**src/rtl/spi_pkg.sv**
```systemverilog
// Shared definitions for the SPI master/scheduler block.
//   SPI_BYTE_W   : transfer width in bits.
//   spi_mst_st_t : master FSM states.
//   idx_width()  : width of an index into n items (at least 1 bit).
package spi_pkg;

    localparam int unsigned SPI_BYTE_W = 8;

    typedef enum logic [2:0] {
        IDLE,
        SETUP,
        HIGH,
        LOW,
        HOLD,
        GAP
    } spi_mst_st_t;

    function automatic int unsigned idx_width(input int unsigned n);
        return (n > 1) ? $clog2(n) : 1;
    endfunction

endpackage

```
**src/rtl/rr_arbiter.sv**
```systemverilog
// Combinational round-robin arbiter.
//   req     : request vector, one bit per requester.
//   pointer : highest-priority index for this decision.
//   gnt     : one-hot grant, all zero when no request is present.
//   winner  : encoded index of the granted requester (0 when none).
// The winner is the first requester at or after pointer, wrapping to 0.
module rr_arbiter
    import spi_pkg::*;
#(
    parameter int unsigned N = 2
) (
    input  logic [N-1:0]               req,
    input  logic [idx_width(N)-1:0]    pointer,
    output logic [N-1:0]               gnt,
    output logic [idx_width(N)-1:0]    winner
);

    localparam int unsigned IW = idx_width(N);

    logic found;

    always_comb begin
        gnt    = '0;
        winner = '0;
        found  = 1'b0;
        // First pass: indices at or above the pointer.
        for (int i = 0; i < N; i++) begin
            if (!found && req[i] && (32'(i) >= 32'(pointer))) begin
                found  = 1'b1;
                gnt[i] = 1'b1;
                winner = IW'(i);
            end
        end
        // Second pass: wrap around to indices below the pointer.
        for (int i = 0; i < N; i++) begin
            if (!found && req[i] && (32'(i) < 32'(pointer))) begin
                found  = 1'b1;
                gnt[i] = 1'b1;
                winner = IW'(i);
            end
        end
    end

endmodule

```
**src/rtl/spi_master_sched.sv**
```systemverilog
// SPI bus master with a round-robin request scheduler.
//   Clk_i, Rst_i : clock and synchronous active-high reset.
//   Req_i        : per-requester request level, held until granted.
//   ReqSlv_i     : per-requester target slave index (SW bits each).
//   ReqData_i    : per-requester byte to send (8 bits each).
//   Gnt_o        : combinational one-hot grant in the accepting IDLE cycle.
//   Done_o       : registered one-hot completion pulse to the winner.
//   RxData_o     : received byte, updated with Done_o and held.
//   Busy_o       : high in every state except IDLE.
//   sck_o/mosi_o : SPI clock (idles low) and master-out data, MSB first.
//   ss_o         : active-high slave selects, at most one high.
//   miso_i       : master-in data, sampled on each SCK rise.
// One transfer keeps ss_o high for 17*CLKDIV cycles (SETUP, 8 HIGH, 7 LOW,
// HOLD), then releases the bus for SS_GAP cycles before the next grant.
module spi_master_sched
    import spi_pkg::*;
#(
    parameter int unsigned NREQ   = 2,
    parameter int unsigned NSLV   = 2,
    parameter int unsigned CLKDIV = 4,
    parameter int unsigned SS_GAP = 2
) (
    input  logic                              Clk_i,
    input  logic                              Rst_i,
    input  logic [NREQ-1:0]                   Req_i,
    input  logic [NREQ*idx_width(NSLV)-1:0]   ReqSlv_i,
    input  logic [NREQ*SPI_BYTE_W-1:0]        ReqData_i,
    output logic [NREQ-1:0]                   Gnt_o,
    output logic [NREQ-1:0]                   Done_o,
    output logic [SPI_BYTE_W-1:0]             RxData_o,
    output logic                              Busy_o,
    output logic                              sck_o,
    output logic                              mosi_o,
    output logic [NSLV-1:0]                   ss_o,
    input  logic                              miso_i
);

    localparam int unsigned SW    = idx_width(NSLV);
    localparam int unsigned IW    = idx_width(NREQ);
    localparam int unsigned HCMAX = (CLKDIV > SS_GAP) ? CLKDIV : SS_GAP;
    localparam int unsigned HCW   = idx_width(HCMAX);

    localparam logic [HCW-1:0] HC_LAST  = HCW'(CLKDIV - 1);
    localparam logic [HCW-1:0] GAP_LAST = HCW'(SS_GAP - 1);
    localparam logic [3:0]     BC_LAST  = 4'(SPI_BYTE_W);

    spi_mst_st_t state_q, state_d;

    logic [HCW-1:0]        hc_q, hc_d;
    logic [3:0]            bc_q, bc_d;
    logic [SPI_BYTE_W-1:0] tx_q, tx_d;
    logic [SPI_BYTE_W-1:0] rx_q, rx_d;
    logic [SW-1:0]         slv_q, slv_d;
    logic [IW-1:0]         win_q, win_d;
    logic [IW-1:0]         ptr_q, ptr_d;
    logic                  sck_q, sck_d;
    logic [NSLV-1:0]       ss_q, ss_d;
    logic                  busy_q, busy_d;
    logic [NREQ-1:0]       done_q, done_d;
    logic [SPI_BYTE_W-1:0] rxdata_q, rxdata_d;

    logic [NREQ-1:0]       arb_gnt;
    logic [IW-1:0]         arb_win;
    logic [SW-1:0]         sel_slv;
    logic [SPI_BYTE_W-1:0] sel_dat;
    logic                  hc_last;
    logic                  slv_ok;
    logic                  miso_bit;
    logic                  sel_active;

    rr_arbiter #(
        .N (NREQ)
    ) u_arb (
        .req     (Req_i),
        .pointer (ptr_q),
        .gnt     (arb_gnt),
        .winner  (arb_win)
    );

    // Grants are only offered from IDLE and never while reset is applied.
    assign Gnt_o = ((state_q == IDLE) && !Rst_i) ? arb_gnt : '0;

    assign hc_last = (hc_q == HC_LAST);
    // An out-of-range slave has no select line, so MISO is floating: shift in 0.
    assign slv_ok   = (32'(slv_q) < NSLV);
    assign miso_bit = slv_ok & miso_i;

    always_comb begin
        state_d    = state_q;
        hc_d       = hc_q + 1'b1;
        bc_d       = bc_q;
        tx_d       = tx_q;
        rx_d       = rx_q;
        slv_d      = slv_q;
        win_d      = win_q;
        ptr_d      = ptr_q;
        done_d     = '0;
        rxdata_d   = rxdata_q;
        sel_slv    = '0;
        sel_dat    = '0;
        sck_d      = 1'b0;
        ss_d       = '0;
        busy_d     = 1'b0;
        sel_active = 1'b0;

        // Mux the winner's slave index and byte out of the packed request buses.
        for (int i = 0; i < NREQ; i++) begin
            if (arb_gnt[i]) begin
                sel_slv = ReqSlv_i[i*SW +: SW];
                sel_dat = ReqData_i[i*SPI_BYTE_W +: SPI_BYTE_W];
            end
        end

        unique case (state_q)
            IDLE: begin
                hc_d = '0;
                if (|Req_i) begin
                    state_d = SETUP;
                    slv_d   = sel_slv;
                    tx_d    = sel_dat;
                    win_d   = arb_win;
                    rx_d    = '0;
                    bc_d    = '0;
                    ptr_d   = (32'(arb_win) == NREQ - 1) ? '0 : arb_win + 1'b1;
                end
            end
            SETUP, LOW: begin
                if (hc_last) begin
                    // Entering HIGH: this edge is the SCK rise, capture MISO.
                    state_d = HIGH;
                    hc_d    = '0;
                    rx_d    = {rx_q[SPI_BYTE_W-2:0], miso_bit};
                    bc_d    = bc_q + 4'd1;
                end
            end
            HIGH: begin
                if (hc_last) begin
                    hc_d = '0;
                    if (bc_q == BC_LAST) begin
                        state_d = HOLD;
                    end else begin
                        state_d = LOW;
                        tx_d    = {tx_q[SPI_BYTE_W-2:0], 1'b0};
                    end
                end
            end
            HOLD: begin
                if (hc_last) begin
                    state_d  = GAP;
                    hc_d     = '0;
                    rxdata_d = rx_q;
                    for (int i = 0; i < NREQ; i++) begin
                        done_d[i] = (32'(win_q) == i);
                    end
                end
            end
            GAP: begin
                if (hc_q == GAP_LAST) begin
                    state_d = IDLE;
                    hc_d    = '0;
                end
            end
            default: begin
                state_d = IDLE;
                hc_d    = '0;
            end
        endcase

        // Bus outputs are registered from the next state so they line up with it.
        sck_d      = (state_d == HIGH);
        busy_d     = (state_d != IDLE);
        sel_active = (state_d == SETUP) || (state_d == HIGH) ||
                     (state_d == LOW)   || (state_d == HOLD);
        for (int s = 0; s < NSLV; s++) begin
            ss_d[s] = sel_active && (32'(slv_d) == s);
        end
    end

    always_ff @(posedge Clk_i) begin
        if (Rst_i) begin
            state_q  <= IDLE;
            hc_q     <= '0;
            bc_q     <= '0;
            tx_q     <= '0;
            rx_q     <= '0;
            slv_q    <= '0;
            win_q    <= '0;
            ptr_q    <= '0;
            sck_q    <= 1'b0;
            ss_q     <= '0;
            busy_q   <= 1'b0;
            done_q   <= '0;
            rxdata_q <= '0;
        end else begin
            state_q  <= state_d;
            hc_q     <= hc_d;
            bc_q     <= bc_d;
            tx_q     <= tx_d;
            rx_q     <= rx_d;
            slv_q    <= slv_d;
            win_q    <= win_d;
            ptr_q    <= ptr_d;
            sck_q    <= sck_d;
            ss_q     <= ss_d;
            busy_q   <= busy_d;
            done_q   <= done_d;
            rxdata_q <= rxdata_d;
        end
    end

    assign sck_o    = sck_q;
    assign ss_o     = ss_q;
    assign Busy_o   = busy_q;
    assign Done_o   = done_q;
    assign RxData_o = rxdata_q;
    // tx_q is only loaded at grant and shifted on HIGH exit, so its MSB is the MOSI bit.
    assign mosi_o   = tx_q[SPI_BYTE_W-1];

endmodule
```
**config.mk**
```make
export PLATFORM = sky130hd
export DESIGN_NAME = spi_master_sched
export DESIGN_NICKNAME = d
export VERILOG_FILES = /design/src/rtl/spi_pkg.sv /design/src/rtl/rr_arbiter.sv /design/src/rtl/spi_master_sched.sv
export SDC_FILE = /design/constraint.sdc
export NUM_CORES = 1
export LEC_CHECK = 0
export ABC_AREA = 1
export BUFFER_PORTS_ARGS = -buffer_cell sky130_fd_sc_hd__buf_2
export CORE_MARGIN = 4
export CORE_UTILIZATION = 40
export CTS_BUF_LIST = sky130_fd_sc_hd__clkbuf_16
export DETAILED_ROUTE_END_ITERATION = 12
export PLACE_DENSITY_LB_ADDON = 0.05
export SLEW_MARGIN = 20
export SYNTH_ARGS = -nofsm -noshare
export SYNTH_HDL_FRONTEND = slang
export SYNTH_SLANG_ARGS = --single-unit
```
**constraint.sdc**
```tcl
create_clock -name Clk_i -period 3.5 [get_ports Clk_i]
set_input_delay 0.35 -clock Clk_i [delete_from_list [all_inputs] [get_ports Clk_i]]
set_output_delay 0.35 -clock Clk_i [all_outputs]
set_load 0.02 [all_outputs]
```
Yosys cells after proc, flatten, opt, wreduce, memory -nomap -nowiden
Index checks and enable logic that the tools add are counted.
{"block": "classes", "bitwise_logic": 4, "order_cmp": 2, "n_shift": 0, "muxes": 33, "n_eq_ne": 16, "reduce_logical": 25, "mul": 0, "n_div": 0, "n_addsub": 3}
{"operator": "$mux W8", "count": 7}
{"operator": "$pmux W8 S2", "count": 2}
{"operator": "$mux W3", "count": 6}
{"operator": "$pmux W3 S5", "count": 1}
{"operator": "$eq A3 B2 Y1 const B", "count": 4}
{"operator": "$mux W1", "count": 10}
{"operator": "$eq A3 B3 Y1 const B", "count": 3}
{"operator": "$mux W4", "count": 2}
{"operator": "$pmux W4 S2", "count": 1}
{"operator": "$logic_and A1 B1 Y1", "count": 7}
{"operator": "$eq A3 B1 Y1 const B", "count": 2}
{"operator": "$mux W2", "count": 3}
{"operator": "$ne A2 B2 Y1 const B", "count": 3}
{"operator": "$add A4 B1 Y4 const B", "count": 1}
{"operator": "$eq A4 B4 Y1 const B", "count": 1}
{"operator": "$not A1 Y1", "count": 4}
{"operator": "$pmux W2 S2", "count": 1}
{"operator": "$reduce_and A2 Y1", "count": 2}
{"operator": "$reduce_and A4 Y1", "count": 1}
{"operator": "$reduce_bool A2 Y1", "count": 2}
{"operator": "$reduce_or A2 Y1", "count": 2}
{"operator": "$reduce_or A4 Y1", "count": 1}
{"operator": "$logic_not A1 Y1", "count": 3}
{"operator": "$logic_not A3 Y1", "count": 1}
{"operator": "other kinds (11)", "count": 13}
{"block": "totals", "in_bits": 23, "rom_bits": 0, "ff_bits": 42, "mem_bits_rw": 0, "out_inout_bits": 17, "latchBits": 0, "n_memories": 0}

Longest topological paths before layout
Gate-level depths: netlist of the first run.
{"block": "depth", "ltp_word": 16, "depth_mapped": 9, "depth_no_buf": 9}

Hierarchy
Synthesis of the first run repeated with hierarchy kept, for this count alone.
{"block": "hier_totals", "hier_cells": 257, "area_unflattened_um2": 1909.3}
{"module": "spi_master_sched", "cells_per_inst": 251, "area_each_um2": 1885.6, "n_inst": 1, "seq_area_each_um2": 840.8}
{"module": "rr_arbiter", "cells_per_inst": 6, "area_each_um2": 23.8, "n_inst": 1, "seq_area_each_um2": 0.0}

Worst setup path before layout of the first run
Ideal clock, no wire load.
{"block": "synth_path", "kind": "input to output", "startpoint": "in Req_i[1]", "endpoint": "out Gnt_o[1]", "required_ns": 3.150, "setup_slack_ns": 1.938, "stages": 3, "arrival_ns": 1.212, "path_cell_list": "inv_1 > o21ai_2 > nor3b_1"}
{"block": "synth_via", "elab_chain_cells": 3}
{"item": "start, declared", "line_no": "spi_master_sched.sv:25", "text": "input logic [NREQ-1:0] Req_i,"}
{"item": "$logic_and A1 B1 Y1", "line_no": "rr_arbiter.sv:28", "text": "if (!found && req[i] && (32'(i) >= 32'(pointer))) begin"}
{"item": "$mux W1", "line_no": "rr_arbiter.sv:28"}
{"item": "$mux W2", "line_no": "spi_master_sched.sv:81", "text": "assign Gnt_o = ((state_q == IDLE) && !Rst_i) ? arb_gnt : '0;"}
{"item": "end, declared", "line_no": "spi_master_sched.sv:28", "text": "output logic [NREQ-1:0] Gnt_o,"}
No other way between the ends.

Worst setup path after layout of the first run
{"block": "layout_path", "startpoint": "reg hc_q[1]", "endpoint": "reg ss_q[0] (netlist: ss_o[0])"}
{"block": "layout_via", "elab_chain_cells": 8}
{"item": "start, declared", "line_no": "spi_master_sched.sv:49", "text": "logic [HCW-1:0] hc_q, hc_d;"}
{"item": "start signal, assigned", "line_no": "spi_master_sched.sv:182", "text": "hc_q <= '0;"}
{"item": "start signal, assigned", "line_no": "spi_master_sched.sv:196", "text": "hc_q <= hc_d;"}
{"item": "$eq A2 B1 Y1 or $eq A2 B2 Y1 (tied branches)", "line_no": "spi_master_sched.sv:158, spi_master_sched.sv:83"}
{"item": "$mux W3, on equally long branches"}
{"item": "$pmux W3 S5 *", "line_no": "spi_master_sched.sv:114", "text": "unique case (state_q)"}
{"item": "$eq A3 B1 Y1 or $eq A3 B2 Y1 (tied branches)", "line_no": "spi_master_sched.sv:172", "text": "sel_active = (state_d == SETUP) || (state_d == HIGH) ||"}
{"item": "$logic_or A1 B1 Y1 (2 in series)", "line_no": "spi_master_sched.sv:172"}
{"item": "$logic_or A1 B1 Y1 *", "line_no": "spi_master_sched.sv:173", "text": "(state_d == LOW) || (state_d == HOLD);"}
{"item": "$logic_and A1 B1 Y1 *", "line_no": "spi_master_sched.sv:175", "text": "ss_d[s] = sel_active && (32'(slv_d) == s);"}
{"item": "end signal, assigned", "line_no": "spi_master_sched.sv:204", "text": "ss_q <= ss_d;"}
{"item": "end, declared", "line_no": "spi_master_sched.sv:57", "text": "logic [NSLV-1:0] ss_q, ss_d;"}
Mark *: on every way between the ends. The rest lies on a longest branch, timed or not.
A chain may end at the register's enable or synchronous reset.

==> impl_results.md, run 1 <==
* Status: completed
* Internal power at 0.000874 W
* First-pass GRT wire length at 7160 um
* Placed Cells at 351
* Placed wire-length estimate at 2960 um
* Final net count at 319
* Maximum root-to-sink buffer count at 2
* Post-layout min period at 2070 ps
* Sequential Power Share at 43.9%
* DR WL met3 at 288 um
* Critical Path AT at 2290 ps
* Vias per cell at 4.75
* Met2 WL at 1720 um
* Worst setup margin at 1430 ps
* CTS clk-pin slew, worst paths at 60 ps
* Root Driver: clkbuf_16
* CTS buffer count at 5
* Clock H-tree levels at 2
* GPL Wtd Cong at 0.809
* Worst Max-Slew Pin Slew at 656 ps
* Net switching power at 0.000279 W
* Post-synth EDFFs at 0
* Fmax at 483 MHz
* Async S/R FF share, synth at 0%
* Avg Inst Size Synth at 7.59 um^2
* Reg2reg end: ss_o[0]$_SDFF_PP0_
* Worst Hold Path Cells at 3
* Hold buffers post-CTS at 0
* Seq cells post-synth at 42
* HP Start: miso_i
* Share of cells above drive strength 1 at 23.6%
* Reg2reg path depth at 7
* Routed wire length per instance at 11.6 um
* CP max FO at 20
* Pin count of the biggest net entering global routing at 30
* Skew final at 9.04 ps
* Initial Util at 41.1%
* Number of cells produced by synthesis at 256
* Place WS at 1370 ps
* Sequential cell area fraction in the yosys report at 43.3%
* Final setup viols at 0
* Die Footprint at 6030 um^2
* Core area at 4720 um^2
* Core Rows at 25
* Top Metal Used: met4
* Power per cell area at 498 nW/um^2
* Top-area cell type share of the netlist area at 43.3%
* I/O Buffers at 39
* Post-synth top area cell: dfxtp_1
* CTS tree: built
* Post-route ant nets at 0
* Worst VDD drop at 275 uV
* Static leakage at 1.01 nW
* Most numerous cell in the Yosys netlist: nand2_1
* Final max-slew violation count at 0
* Count of cell types in the netlist at 33
* Final std cells w/o fill at 359
* GR Overflow Total at 0
* Most frequent cells after synthesis: nand2_1, dfxtp_1, a21oi_1, inv_1, nand3_1
* Switching share of power at 24.2%
* Syn_nets at 284
* Clk pwr share at 45.3%
* Worst Path Required at 3720 ps
* Crit. End Element: flop
* Skew-Pair Late Insertion Delay at 290 ps
* Antenna Cells at 0
* Hold EP: rx_q[0]$_SDFFE_PP0P_
* WS Path Type: flop to flop
* Chip Width at 77.7 um
* Worst r2r src: hc_q[1]$_SDFF_PP0_
* Drt first pass iters at 4
* Routed Wire Length at 4150 um
* Vias in the first global route at 1,466
* Synth area leaders: dfxtp_1, nand2_1, a21oi_1
* Tcrit/Tclk final at 59.1%
* Worst Hold Class: primary input to flop
* Reg2reg setup slack at 1430 ps
* Slew HR at 56.1%
* Post-CTS Setup Inserts at 0
* Comb pwr share at 10.7%
* Die Height at 77.7 um
* Num ports at 40
* RSZ-0062 raised after global routing: no
* Initial antenna violation count at 0
* Area growth syn-to-layout at 19.3%
* # clock sinks at 42
* Top_reg_cell synth: dfxtp_1
* Post-Syn Area at 1940 um^2
* Post-route DRC at 0
* Met1 wire length at 2100 um
* Final Hold Viols at 0
* Post-cts gate resize count at 0
* DRT iter0 DRCs at 127
* Yosys warning count at 0
* Max Cap Violations at 0
* Startpoint types: flop
* Vias at 1,707
* Total GRT Usage at 14.7%
* Setup_tns at 0 ps
## area by class of cell
| class | count | area (um^2) |
|---|---|---|
| multi-input cells | 173 | 915 |
| inverters | 30 | 113 |
| clock inverters | 3 | 45.0 |
| flip-flops and latches | 42 | 841 |
| well taps | 67 | 83.8 |
| clock buffers | 5 | 125 |
| fillers | 472 | 2410 |
| repair buffers | 39 | 195 |
## how the worst max path moves through the flow
stage	startpoint	endpoint	cells past startpoint	slack, ps
after floorplan	Req_i[1]	Gnt_o[1]	3	1940
after global placement	hc_q[1]$_SDFF_PP0_	ss_o[1]$_SDFF_PP0_	7	1440
after detailed placement	hc_q[1]$_SDFF_PP0_	ss_o[1]$_SDFF_PP0_	7	1370
after CTS	hc_q[1]$_SDFF_PP0_	ss_o[0]$_SDFF_PP0_	7	1360
after global routing	hc_q[1]$_SDFF_PP0_	ss_o[0]$_SDFF_PP0_	7	1100
final	hc_q[1]$_SDFF_PP0_	ss_o[0]$_SDFF_PP0_	7	1430
## per-layer routing
metal  vias up  global-route usage [%]
li1        911                       -
met1       747                    20.9
met2        44                    20.4
met3         5                    5.45
met4         0                    4.80
met5         -                       0
## placed cells by master (no fill, tap or decap), types with 3 or more instances in the layout
cell,Yosys,routed
nor3_1,3,3
o21ai_0,14,14
inv_2,3,3
a21oi_1,26,26
clkbuf_16,0,5
inv_1,26,26
nor2_1,14,14
nand2_2,6,6
dfxtp_1,42,42
o211ai_2,3,3
nand3_1,26,26
a21oi_2,4,4
nand2_1,53,53
o21ai_1,3,3
buf_2,2,39
ha_1,5,5
## power groups by stage
stage | logic, W | registers, W | clock network [W]
final | 0.000124 | 0.000507 | 0.000523
after global routing | 0.000141 | 0.000509 | 0.000560
after CTS | 0.000125 | 0.000507 | 0.000533
after detailed placement | 0.000125 | 0.000517 | 0
after global placement | 0.000125 | 0.000518 | 0
after floorplan | 0.0000892 | 0.000521 | 0
## state kept, by name (all words and copies together), names as in the netlist
name      count
bc_q          4
sck_o         1
tx_q          8
Done_o        2
ptr_q         1
state_q       3
ss_o          2
rx_q          8
hc_q          2
slv_q         1
RxData_o      8
win_q         1
Busy_o        1
## metrics by stage
stage                     instance area, um^2  hold WS, ps  utilization [%]  power [W]
final                                    2320          336             49.1    0.00115
after global routing                     2320          350             49.1    0.00121
after CTS                                2320          331             49.1    0.00116
after detailed placement                 2150          411             45.5   0.000642
after global placement                   2150          412             45.5   0.000642
after floorplan                          1940          401                -   0.000610
## critical path, stage by stage, from the launching register on
cell,delay (ps)
dfxtp_1,360
ha_1,470
nand3_1,570
nand3_1,320
nor2_2,80
nand3_2,60
nand2_2,50
nor2_1,80
## kinds of logic (layout without fill, tap and decap cells)
logic type / Yosys count / count (layout) / synth area share [%]
flops: 42 / 42 / 43.3
fa+ha+maj: 5 / 5 / 3.22
simple gates: 112 / 112 / 26.7
compound gates: 55 / 55 / 16.8
xor+xnor: 1 / 1 / 0.451
buf+inv: 41 / 77 / 9.60
Note: power is estimated with default switching activity, not from simulation.
==> inputs of run 2 (changes only) <==
==> constraint.sdc (replaced) <==
create_clock -name Clk_i -period 2 [get_ports Clk_i]
set_input_delay 0.2 -clock Clk_i [delete_from_list [all_inputs] [get_ports Clk_i]]
set_output_delay 0.2 -clock Clk_i [all_outputs]
set_load 0.02 [all_outputs]
==> run 2 against run 1 <==
Compared with the run above: critical endpoint is now Gnt_o[0]; clock power rose by 52%; wire length rose by 0.77%; largest cell class unchanged; setup slack got worse by 1100 ps; first-iteration DRC count fell by 30%; global-route usage did not move; highest routed layer unchanged.
==> impl_results.md, run 2 (synthesized netlist as in run 1, its figures left out) <==
* Comb pwr share at 11.6% (+0.9 points)
* Pin count of the biggest net entering global routing at 29 (-3.3%)
* Area growth syn-to-layout at 19.7%
* Startpoint types: flop
* Clk pwr share at 41.8% (-3.5 points)
* Internal power at 0.00141 W (+61%)
* Clock H-tree levels at 2 (unchanged)
* Switching share of power at 25.9% (+1.7 points)
* CTS tree: built
* Most used cell along the critical path: nor2_1
* Post-cts gate resize count at 0 (unchanged)
* Core Rows at 25 (unchanged)
* Post-layout min period at 1640 ps
* Chip Width at 77.7 um (unchanged)
* Initial Util at 41.1% (unchanged)
* RSZ-0062 raised after global routing: no
* Worst Path Required at 1800 ps (-1920 ps)
* Post-route ant nets at 0 (unchanged)
* Static leakage at 1.02 nW (+1.3%)
* Max Cap Violations at 0 (unchanged)
* Maximum root-to-sink buffer count at 2 (unchanged)
* Final setup viols at 0 (unchanged)
* Total GRT Usage at 14.7% (unchanged)
* Skew final at 5.51 ps (-3.54 ps)
* Slew HR at 68.9% (+13 points)
* WP buf/inv at 2 (+2)
* Tcrit/Tclk final at 81.8%
* Share of cells above drive strength 1 at 24.7% (+1.0 points)
* Setup_tns at 0 ps (unchanged)
* Worst Max-Slew Pin Slew at 466 ps (-191 ps)
* Num ports at 40 (unchanged)
* GR Overflow Total at 0 (unchanged)
* Final Hold Viols at 0 (unchanged)
* Initial antenna violation count at 0 (unchanged)
* Post-CTS Setup Inserts at 0 (unchanged)
* Top cell family by delay on the critical path: simple AND/OR/NAND/NOR gates
* CTS clk-pin slew, worst paths at 60 ps (about the same)
* Critical Path AT at 1440 ps (-850 ps)
* Die Height at 77.7 um (unchanged)
* Placed wire-length estimate at 3040 um (+2.7%)
* Final net count at 323 (+1.3%)
* CP max FO at 7 (-65%)
* Crit-path cells: nor2_4 > nand2_1 > nor2_1 > inv_1 > nor2_1 > buf_2
* Final max-slew violation count at 0 (unchanged)
* Worst Setup SP: state_q[2]$_SDFF_PP0_
* Core area at 4720 um^2 (unchanged)
* GPL Wtd Cong at 0.885 (+9.4%)
* WS Path Type: flop to output port
* Routed Wire Length at 4180 um (+0.77%)
* Worst r2r src: state_q[2]$_SDFF_PP0_
* CTS buffer count at 5 (unchanged)
* Place WS at 521 ps (-853 ps)
* Worst Hold Slack at 183 ps (-153 ps)
* I/O Buffers at 39 (unchanged)
* Power per cell area at 818 nW/um^2 (+64%)
* Vias in the first global route at 1,599 (+9.1%)
* Root Driver: clkbuf_16
* Hold buffers post-CTS at 0 (unchanged)
* Die Footprint at 6030 um^2 (unchanged)
* DRT iter0 DRCs at 89 (-30%)
* Net switching power at 0.000492 W (+76%)
* Antenna Cells at 0 (unchanged)
* Reg2reg setup slack at 500 ps (-930 ps)
* Status: completed
* Fmax at 611 MHz
* Vias at 1,744 (+2.2%)
* Skew-Pair Late Insertion Delay at 280 ps (about the same)
* # clock sinks at 42 (unchanged)
* Worst Hold Class: primary input to flop
* Sequential Power Share at 46.7% (+2.8 points)
* Post-route DRC at 0 (unchanged)
* Worst setup margin at 364 ps (-1070 ps)
* CP max stage delay at 390 ps (-180 ps)
* Drt first pass iters at 4 (unchanged)
* Vias per cell at 4.80 (+1.0%)
* Crit. End Element: output port
* HP Start: miso_i
* Routed wire length per instance at 11.5 um (-0.34%)
* Most frequent cells in the layout: nand2_1, dfxtp_1, buf_2
* Commonest non-fill, non-tap cell in the layout: nand2_1
* Worst VDD drop at 547 uV (+99%)
* First-pass GRT wire length at 7160 um (unchanged)
* Tot Pwr at 0.00190 W (+65%)
* CP max-delay cell: dfxtp_1
run 2: cell count changes in the layout (fill, tap and decap cells not counted):
| cell | previous run | this run |
|---|---|---|
| buf_4 | 0 | 4 |
| clkinvlp_4 | 2 | 1 |
| clkinv_2 | 0 | 1 |
| clkinv_4 | 0 | 1 |
| bufinv_16 | 1 | 0 |
run 2: worst paths after layout:
path         depth (start not counted)              endpoint
min                                  3  rx_q[0]$_SDFFE_PP0P_
max reg2reg                          7    ss_o[1]$_SDFF_PP0_
max                                  6              Gnt_o[0]
min reg2reg                          1  Done_o[0]$_SDFF_PP0_
run 2: area by class of cell:
cell class                      count  area, um^2
Timing Repair Buffer               43         225
Fill cell                         484        2400
Tap cell                           67        83.8
Multi-Input combinational cell    173         915
Clock buffer                        5         125
Sequential cell                    42         841
Inverter                           30         113
Clock inverter                      3        21.3
run 2: worst min-delay path, delay by kind of cell:
family | cells | cell delay, ps
compound gates | 1 | 60
buf+inv | 1 | 90
simple gates | 1 | 70
run 2: metrics by stage:
stage / utilization (%) / instance area (um^2) / cells
finish: 49.2 / 2320 / 363
global route: 49.2 / 2320 / 363
CTS: 49.2 / 2320 / 363
detailed placement: 46.1 / 2180 / 355
global placement: 46.1 / 2180 / 355
floorplan: - / 1940 / 256
run 2: metal layers:
layer  vias up  share of wire [%]  track usage, %
met5         -                  0               0
li1        918                  -               -
met3         7                5.3            3.94
met1       779                 48            19.2
met2        40                 45            23.0
met4         0                1.7            5.87
run 2: power groups by stage:
stage                     clock network (W)  logic [W]  registers (W)
after global placement                    0   0.000221       0.000905
after detailed placement                  0   0.000222       0.000905
after floorplan                           0   0.000156       0.000912
after CTS                          0.000811   0.000223       0.000887
final                              0.000794   0.000220       0.000886
after global routing               0.000848   0.000253       0.000890
